<file path="config.mk">
export PLATFORM = sky130hd
export DESIGN_NAME = time_keeper
export DESIGN_NICKNAME = d
export VERILOG_FILES = /design/src/rtl/clock_pkg.sv /design/src/rtl/tick_prescaler.sv /design/src/rtl/time_keeper.sv
export SDC_FILE = /design/constraint.sdc
export NUM_CORES = 1
export LEC_CHECK = 0
export ABC_AREA = 1
export CORE_AREA = 8 8 65 109
export CTS_BUF_LIST = sky130_fd_sc_hd__clkbuf_4 sky130_fd_sc_hd__clkbuf_8
export DETAILED_ROUTE_END_ITERATION = 8
export DIE_AREA = 0 0 73 117
export PLACE_DENSITY = 0.84
export SYNTH_ARGS = -nofsm -noshare
export SYNTH_HDL_FRONTEND = slang
export SYNTH_SLANG_ARGS = --single-unit
export TNS_END_PERCENT = 20
</file>
<file path="constraint.sdc">
create_clock -name clk -period 2.3 [get_ports clk]
set_clock_uncertainty 0.2 [all_clocks]
set_input_delay 0.23 -clock clk [delete_from_list [all_inputs] [get_ports clk]]
set_output_delay 0.23 -clock clk [all_outputs]
set_load 0.02 [all_outputs]
</file>
<file path="src/rtl/clock_pkg.sv">
// Shared time-of-day widths and limits used by the set, keep and display stages.
package clock_pkg;

    localparam int HOURS_W = 5;
    localparam int MIN_W   = 6;
    localparam int SEC_W   = 6;

    localparam logic [HOURS_W-1:0] HOURS_MAX = 5'd23;
    localparam logic [MIN_W-1:0]   MIN_MAX   = 6'd59;
    localparam logic [SEC_W-1:0]   SEC_MAX   = 6'd59;

    typedef struct packed {
        logic [HOURS_W-1:0] hours;
        logic [MIN_W-1:0]   minutes;
        logic [SEC_W-1:0]   seconds;
    } hms_t;

    // Out-of-range loads go to zero rather than wrapping modulo.
    function automatic logic [HOURS_W-1:0] clamp_hours(input logic [HOURS_W-1:0] h);
        return (h <= HOURS_MAX) ? h : '0;
    endfunction

    function automatic logic [MIN_W-1:0] clamp_minutes(input logic [MIN_W-1:0] m);
        return (m <= MIN_MAX) ? m : '0;
    endfunction

endpackage

</file>
<file path="src/rtl/tick_prescaler.sv">
// Divides clk down to a one-cycle tick every CLK_DIV cycles; clr restarts the count.
module tick_prescaler #(
    parameter int CLK_DIV = 50_000_000,
    parameter int DIV_W   = $clog2(CLK_DIV)
) (
    input  logic clk,
    input  logic rst,
    input  logic clr,
    output logic tick
);

    localparam logic [DIV_W-1:0] TERM_CNT = DIV_W'(CLK_DIV - 1);

    logic [DIV_W-1:0] cnt_q, cnt_d;

    // Tick is combinational so the seconds register updates on the same edge the count wraps.
    always_comb begin
        tick  = 1'b0;
        cnt_d = cnt_q + DIV_W'(1);
        if (clr) begin
            cnt_d = '0;
        end else if (cnt_q == TERM_CNT) begin
            cnt_d = '0;
            tick  = 1'b1;
        end
    end

    always_ff @(posedge clk or negedge rst) begin
        if (!rst) cnt_q <= '0;
        else      cnt_q <= cnt_d;
    end

endmodule

</file>
<file path="src/rtl/time_keeper.sv">
// 24-hour HH:MM:SS counter fed by the set stage; loads on a rising load edge, freezes on hold.
module time_keeper
    import clock_pkg::*;
#(
    parameter int CLK_DIV = 50_000_000,
    parameter int DIV_W   = $clog2(CLK_DIV)
) (
    input  logic               clk,
    input  logic               rst,
    input  logic               hold,
    input  logic               load,
    input  logic [HOURS_W-1:0] i_hours,
    input  logic [MIN_W-1:0]   i_minutes,
    output logic [HOURS_W-1:0] o_hours,
    output logic [MIN_W-1:0]   o_minutes,
    output logic [SEC_W-1:0]   o_seconds,
    output logic               o_sec_pulse,
    output logic               o_day_wrap
);

    hms_t time_q, time_d;
    logic load_q, load_d;
    logic sec_pulse_q, sec_pulse_d;
    logic day_wrap_q, day_wrap_d;
    logic load_rise;
    logic tick;

    assign load_rise = load & ~load_q;
    assign load_d    = load;

    tick_prescaler #(
        .CLK_DIV (CLK_DIV),
        .DIV_W   (DIV_W)
    ) u_prescaler (
        .clk  (clk),
        .rst  (rst),
        .clr  (hold | load_rise),
        .tick (tick)
    );

    // A load on the same edge as a tick wins; the tick is simply dropped.
    always_comb begin
        time_d      = time_q;
        sec_pulse_d = 1'b0;
        day_wrap_d  = 1'b0;
        if (load_rise) begin
            time_d.hours   = clamp_hours(i_hours);
            time_d.minutes = clamp_minutes(i_minutes);
            time_d.seconds = '0;
        end else if (tick) begin
            sec_pulse_d = 1'b1;
            if (time_q.seconds == SEC_MAX) begin
                time_d.seconds = '0;
                if (time_q.minutes == MIN_MAX) begin
                    time_d.minutes = '0;
                    if (time_q.hours == HOURS_MAX) begin
                        time_d.hours = '0;
                        day_wrap_d   = 1'b1;
                    end else begin
                        time_d.hours = time_q.hours + HOURS_W'(1);
                    end
                end else begin
                    time_d.minutes = time_q.minutes + MIN_W'(1);
                end
            end else begin
                time_d.seconds = time_q.seconds + SEC_W'(1);
            end
        end
    end

    always_ff @(posedge clk or negedge rst) begin
        if (!rst) begin
            time_q      <= '0;
            load_q      <= 1'b0;
            sec_pulse_q <= 1'b0;
            day_wrap_q  <= 1'b0;
        end else begin
            time_q      <= time_d;
            load_q      <= load_d;
            sec_pulse_q <= sec_pulse_d;
            day_wrap_q  <= day_wrap_d;
        end
    end

    assign o_hours     = time_q.hours;
    assign o_minutes   = time_q.minutes;
    assign o_seconds   = time_q.seconds;
    assign o_sec_pulse = sec_pulse_q;
    assign o_day_wrap  = day_wrap_q;

endmodule

</file>
## Yosys cells after proc, flatten, opt, wreduce, memory -nomap -nowiden

Cells that the tools add are included.

- Input bits: 15
- Register bits: 46
- Bits in read-only memories: 0
- Latch bits: 0
- Memory bits (writable): 0
- Output and inout bits: 19
- Logic and storage cells: 45
- Memories kept: 0

- Equal/unequal tests: 4
- Shift-type cells: 0
- Div/mod/pow operators: 0
- Add/subtract/negate cells: 4
- Reductions and logical operators: 5
- Order comparisons: 2
- Multipliers: 0
- Bitwise gates (word level): 3
- Muxes and demuxes: 20

Operators by type and width:

| operator | count |
|---|---|
| 26-bit 2-to-1 mux | 2 |
| 17-bit 2-to-1 mux | 2 |
| 26-bit by 1-bit adder with 26-bit output (second input constant) | 1 |
| 26-bit == test (second input constant) | 1 |
| 6-bit 2-to-1 mux | 3 |
| 5-bit 2-to-1 mux | 3 |
| 6-bit by 1-bit adder with 6-bit output (second input constant) | 2 |
| 6-bit == test (second input constant) | 2 |
| 11-bit 2-to-1 mux | 1 |
| 1-bit 2-to-1 mux | 9 |
| 6-bit <= comparator (second input constant) | 1 |
| 2-bit nonzero test | 3 |
| 5-bit by 1-bit adder with 5-bit output (second input constant) | 1 |
| 5-bit == test (second input constant) | 1 |
| 5-bit <= comparator (second input constant) | 1 |
| 3-bit AND reduction | 1 |
| 2-bit AND reduction | 1 |
| 1-bit bitwise AND | 1 |
| 1-bit inverter | 1 |
| 1-bit OR | 1 |

## Longest topological paths before layout

- Depth in word-level cells: 6
- Gate-level depth with buffers: 11
- Depth with buffers taken out: 10

## Cells and area by module

A second synthesis with hierarchy kept.

- Cell total of the unflattened synthesis: 395
- Area, all modules: 2840.2 um2

By module, submodules not included:

| module | area each (um2) | cells each | seq. area each (um2) | times used |
|---|---|---|---|---|
| tick_prescaler | 1595.3 | 223 | 650.6 | 1 |
| time_keeper | 1244.9 | 172 | 500.5 | 1 |

## Worst setup path after synthesis

OpenSTA, ideal clock, no wires.

- Path kind: register to register
- Start: register time_q, in the netlist o_seconds[0]
- End: register time_q, in the netlist o_minutes[2]
- Stages on the path, launching flop included: 9
- Period minus slack after synthesis: 1821 ps
- Setup slack: 479 ps
- Arrival time: 1556 ps
- Path buffers: 0
- Cells stage by stage: dfrtp_1 > ha_1 > nand2_1 > nor3_4 > nor2_4 > clkinv_1 > nand2_1 > nand2_1 > nand2_1

- Longest elaborated chain between the ends: 3

RTL lines:

| element | line | RTL |
|---|---|---|
| start: declaration | time_keeper.sv:21 | `hms_t time_q, time_d;` |
| start signal: assignment | time_keeper.sv:78 | `time_q <= time_d;` |
| 6-bit == test | time_keeper.sv:52 | `if (time_q.seconds == SEC_MAX) begin` |
| 2-bit nonzero test (no source line) | -- |  |
| 2-bit AND reduction (no source line) | -- |  |

Every way passes these cells.
A chain may end at the register's enable or synchronous reset.

## Final worst setup path

Ends and elaborated chain as after synthesis.

==> impl_results.html <==
<table>
<tr><th>Metric</th><th>Value</th></tr>
<tr><th colspan="2">Die</th></tr>
<tr><td>Starting density of the core</td><td>49.2%</td></tr>
<tr><td>Die W</td><td>73 um</td></tr>
<tr><td>Total die area</td><td>~8500 um2</td></tr>
<tr><td>Overall die height</td><td>117 um</td></tr>
<tr><td>Boundary Pins</td><td>34</td></tr>
<tr><td>Core area</td><td>5690 um2</td></tr>
<tr><td>Number of core rows</td><td>37</td></tr>
<tr><th colspan="2">STA</th></tr>
<tr><td>Post-Route Setup TNS</td><td>0 ns</td></tr>
<tr><td>Unrepaired setup endpoints after global routing</td><td>no</td></tr>
<tr><td>Endpoints failing setup</td><td>0</td></tr>
<tr><td>Final Hold Fails</td><td>0</td></tr>
<tr><td>Max Slew Vio Count</td><td>0</td></tr>
<tr><td>Transition at the pin with the smallest max-transition slack</td><td>around 0.6 ns</td></tr>
<tr><td>Shortest clock period the worst path allows after layout</td><td>roughly 2 ns</td></tr>
<tr><td>Min Hold Slack</td><td>0.199 ns</td></tr>
<tr><td>Final worst-path cycle share</td><td>about 87%</td></tr>
<tr><td>Highest attainable clock frequency</td><td>approximately 0.50 GHz</td></tr>
<tr><td>Rel. slew slack</td><td>60.4%</td></tr>
<tr><th colspan="2">Place</th></tr>
<tr><td>Routability congestion estimate from global placement</td><td>0.917</td></tr>
<tr><td>IO Port Bufs</td><td>33</td></tr>
<tr><td>Estimated wirelength of the detail-placed design</td><td>5.34 mm</td></tr>
<tr><th colspan="2">Setup path</th></tr>
<tr><td>Number of cells traversed by the worst register-to-register path</td><td>8</td></tr>
<tr><td>Family of cells with the greatest summed delay on the critical path</td><td>simple AND/OR/NAND/NOR gates</td></tr>
<tr><td>CP Max Fanout</td><td>9</td></tr>
<tr><td>Worst reg2reg endpoint</td><td>o_minutes[2]</td></tr>
<tr><td>Worst setup path end</td><td>o_minutes[2]</td></tr>
<tr><td>Start point of the critical path</td><td>o_seconds[0]</td></tr>
<tr><td>Crit. End Element</td><td>register</td></tr>
<tr><td>Arrival time at the worst endpoint</td><td>2.05 ns</td></tr>
<tr><td>Worst Setup Path Type</td><td>register to register</td></tr>
<tr><td>Category of the worst setup path launch point</td><td>register</td></tr>
<tr><td>Maximum cell stage delay along the critical path</td><td>~0.44 ns</td></tr>
<tr><td>Sum of buffers and inverters on the critical path</td><td>1</td></tr>
<tr><td>Depth of the critical timing path with buffers and inverters included</td><td>8</td></tr>
<tr><td>Library cell contributing the largest single delay on the critical path</td><td>sky130_fd_sc_hd__dfrtp_1</td></tr>
<tr><td>Most used cell, CP</td><td>sky130_fd_sc_hd__nand2_1</td></tr>
<tr><td>Req. time, crit path</td><td>about 2.4 ns</td></tr>
<tr><td>Setup slack of the worst register-to-register path</td><td>0.30 ns</td></tr>
<tr><td>Cells traversed along the worst timing path</td><td>ha_1 &gt; nand2_1 &gt; nor3_4 &gt; nor2_4 &gt; clkinv_1 &gt; nand2_1 &gt; nand2_1 &gt; nand2_1</td></tr>
<tr><td>Source of the worst register-to-register timing path</td><td>o_seconds[0]</td></tr>
<tr><th colspan="2">GRT</th></tr>
<tr><td>Pin count of the biggest net entering global routing</td><td>47</td></tr>
<tr><td>Vias in the first global route</td><td>2704</td></tr>
<tr><td>Initial antenna violation count</td><td>0</td></tr>
<tr><td>Global-route wire length before repair</td><td>11.9 mm</td></tr>
<tr><td>Total GRT Usage</td><td>17.5%</td></tr>
<tr><td>Total congestion overflow</td><td>0</td></tr>
<tr><th colspan="2">Routing</th></tr>
<tr><td>Post-DRT Antenna Nets</td><td>0</td></tr>
<tr><td>Number of DRC violations after detailed routing</td><td>0</td></tr>
<tr><td>1st-pass router iterations</td><td>5</td></tr>
<tr><td>Routed vias</td><td>2602</td></tr>
<tr><td>Vias per cell</td><td>5.32</td></tr>
<tr><td>DRC violation total after the first TritonRoute iteration</td><td>146</td></tr>
<tr><td>Average wire per cell in the routed design</td><td>13.9 um</td></tr>
<tr><td>Routed WL</td><td>about 6.8 mm</td></tr>
<tr><th colspan="2">Power and ir drop</th></tr>
<tr><td>Fraction of power consumed by sequential logic</td><td>47.9%</td></tr>
<tr><td>Share of total power in the clock network</td><td>31.7%</td></tr>
<tr><td>Internal power summed over all cells</td><td>0.00136 W</td></tr>
<tr><td>Leakage component of the power</td><td>1.45 nW</td></tr>
<tr><td>Switching fraction of total power</td><td>29.7%</td></tr>
<tr><td>Gate power share</td><td>20.4%</td></tr>
<tr><td>Power spent charging and discharging nets</td><td>0.000576 W</td></tr>
<tr><td>VDD IR-drop max</td><td>0.000338 V</td></tr>
<tr><td>PD cells</td><td>between 500 and 600 nW/um2</td></tr>
<tr><th colspan="2">Clock network</th></tr>
<tr><td>Largest buffer count on any clock path</td><td>2</td></tr>
<tr><td>Setup Fix Bufs, Post-CTS</td><td>0</td></tr>
<tr><td>Number of H-tree branching levels</td><td>2</td></tr>
<tr><td>TritonCTS clock tree</td><td>built</td></tr>
<tr><td>TritonCTS Buffers</td><td>5</td></tr>
<tr><td>CTS clk-pin slew, worst paths</td><td>0.09 ns</td></tr>
<tr><td>Master cell of the clock root buffer</td><td>sky130_fd_sc_hd__clkbuf_8</td></tr>
<tr><td>Sinks on the clock net</td><td>46</td></tr>
<tr><td>Source-to-sink clock delay at the later pin of the worst-skew pair</td><td>0.30 ns</td></tr>
<tr><th colspan="2">Logic synthesis</th></tr>
<tr><td>Netlist area before placement</td><td>between 2000 and 3000 um2</td></tr>
<tr><td>Number of unique standard cell types used by synthesis</td><td>36</td></tr>
<tr><td>Dominant combinational cell family by area after synthesis</td><td>simple AND/OR/NAND/NOR gates</td></tr>
<tr><td>Flip-flop and latch count after synthesis</td><td>46</td></tr>
<tr><td>Complex-gate fraction of the synthesized area</td><td>4.55%</td></tr>
<tr><td>Post-synthesis net count</td><td>390</td></tr>
<tr><td>Synthesized-area fraction occupied by adder cells</td><td>under 10%</td></tr>
<tr><td>Post-synthesis simple-gate area fraction</td><td>40.7%</td></tr>
<tr><td>Count of warnings emitted by yosys</td><td>0</td></tr>
<tr><td>Synthesized instance count</td><td>370</td></tr>
<tr><td>Mux cell area share after synthesis</td><td>0%</td></tr>
<tr><td>Post-synthesis xor/xnor area fraction</td><td>5.00%</td></tr>
<tr><td>Average footprint of a synthesized cell</td><td>7.57 um2</td></tr>
<tr><td>Sequential element share of the synthesized area</td><td>41.1%</td></tr>
<tr><th colspan="2">Layout</th></tr>
<tr><td>Number of nets in the final layout</td><td>430</td></tr>
<tr><td>Total area of multi-input combinational cells</td><td>1470 um2</td></tr>
<tr><td>Sequential cell area</td><td>1150 um2</td></tr>
<tr><td># fillers</td><td>approximately 500</td></tr>
<tr><td>Final core utilization</td><td>58.5%</td></tr>
<tr><td>Ratio of cells with drive above 1 in the final layout</td><td>9.25%</td></tr>
<tr><td>Post-synthesis to final-layout area growth</td><td>18.8%</td></tr>
<tr><td>Number of inserted diodes</td><td>0</td></tr>
<tr><th colspan="2">Flow run</th></tr>
<tr><td>Count of max-cap constraint violations</td><td>0</td></tr>
<tr><th colspan="2">Worst hold path</th></tr>
<tr><td>Worst min-delay path category</td><td>input port to register</td></tr>
<tr><td>Depth of the worst hold-timing path</td><td>1</td></tr>
<tr><td>Launch instance of the worst min-delay path</td><td>load</td></tr>
<tr><th colspan="2">Run status</th></tr>
<tr><td>Status</td><td>completed</td></tr>
</table>
## state kept, by name, summed over array words and instances, names as in the netlist
name               count
o_seconds              6
o_day_wrap             1
o_sec_pulse            1
o_minutes              6
o_hours                5
u_prescaler.cnt_q     26
load_q                 1
## placed cells by master, fill, tap and decap left out, types with 3 or more instances in the layout
cell type	instances
sky130_fd_sc_hd__nand2_1	98
sky130_fd_sc_hd__nor2_1	59
sky130_fd_sc_hd__dfrtp_1	46
sky130_fd_sc_hd__nand3_1	40
sky130_fd_sc_hd__inv_1	34
sky130_fd_sc_hd__clkdlybuf4s50_1	32
sky130_fd_sc_hd__o21ai_0	12
sky130_fd_sc_hd__xor2_1	11
sky130_fd_sc_hd__nor2_4	7
sky130_fd_sc_hd__nand4_1	7
sky130_fd_sc_hd__nor3_1	7
sky130_fd_sc_hd__xnor2_1	5
sky130_fd_sc_hd__ha_1	5
sky130_fd_sc_hd__clkbuf_8	5
sky130_fd_sc_hd__nor2_2	4
sky130_fd_sc_hd__nand3_2	3
sky130_fd_sc_hd__a21oi_1	3
sky130_fd_sc_hd__buf_4	3
## synth_stat cells, drive strengths merged
cell    instances  share of area (%)
a21oi           4               0.85
a31oi           2               0.45
and2            2               0.45
and3            1               0.22
buf             4                1.5
clkinv          1               0.13
dfrtp          46                 41
ha              5                2.2
inv            36                4.8
nand2         102                 14
nand3          43                8.2
nand3b          2               0.67
nand4           7                1.6
nor2           71                 12
nor3            9                2.2
nor3b           2               0.71
o21ai          14                2.5
o21bai          2               0.54
o22ai           1               0.22
xnor2           5                1.6
xor2           11                3.4
## per-layer routing
layer  up-vias  global-route usage, %  share of wire, %  routed length, um
met5         -                      0                 0                  0
met4         0                   9.41               3.3                224
met3        27                   3.58               4.6                316
met2        79                   33.1                57               3850
met1      1234                   16.9                35               2410
li1       1262                      -                 -                  -
## how the worst min path moves through the flow
stage          slack [ns]      endpoint
3_5_place_dp         0.16  o_seconds[4]
2_1_floorplan       -0.27        load_q
5_1_grt              0.21        load_q
6_report             0.20        load_q
4_1_cts              0.20        load_q
3_3_place_gp         0.15  o_seconds[4]
## area by class of cell
type | instances | share of cell area [%]
Multi-Input combinational cell | 283 | 44.2
Sequential cell | 46 | 34.6
Timing Repair Buffer | 37 | 10.7
Inverter | 37 | 4.17
Tap cell | 78 | 2.93
Clock buffer | 5 | 2.07
Clock inverter | 3 | 1.32
## per-stage QoR
stage	instance area, um2	cells	setup WS [ns]	power, W
floorplan	2800	370	0.479	0.00115
global placement	3210	480	0.328	0.00133
detailed placement	3210	480	0.281	0.00134
CTS	3330	489	0.317	0.00195
global route	3330	489	0.103	0.00203
finish	3330	489	0.301	0.00194
## cells by family after synthesis
| group | count (synthesis) |
|---|---|
| XOR/XNOR | 16 |
| flip-flops | 46 |
| AND/OR/NAND/NOR | 239 |
| AO/OA/AOI/OAI | 23 |
| buffers and inverters | 41 |
| adder cells (fa/ha/maj) | 5 |
## power by group through the flow
stage          Sequential [W]  Clock [W]  Combinational (W)
3_3_place_gp         0.000944          0           0.000385
4_1_cts              0.000929   0.000617           0.000400
5_1_grt              0.000941   0.000650           0.000437
3_5_place_dp         0.000945          0           0.000397
6_report             0.000929   0.000614           0.000395
2_1_floorplan        0.000991          0           0.000161
## repair_timing
item                                   4_1_cts  5_1_grt
gates resized for setup                      0        0
endpoints found under the hold margin       46        0
hold buffers                                 1        0
(Power assumes the default switching activity.)
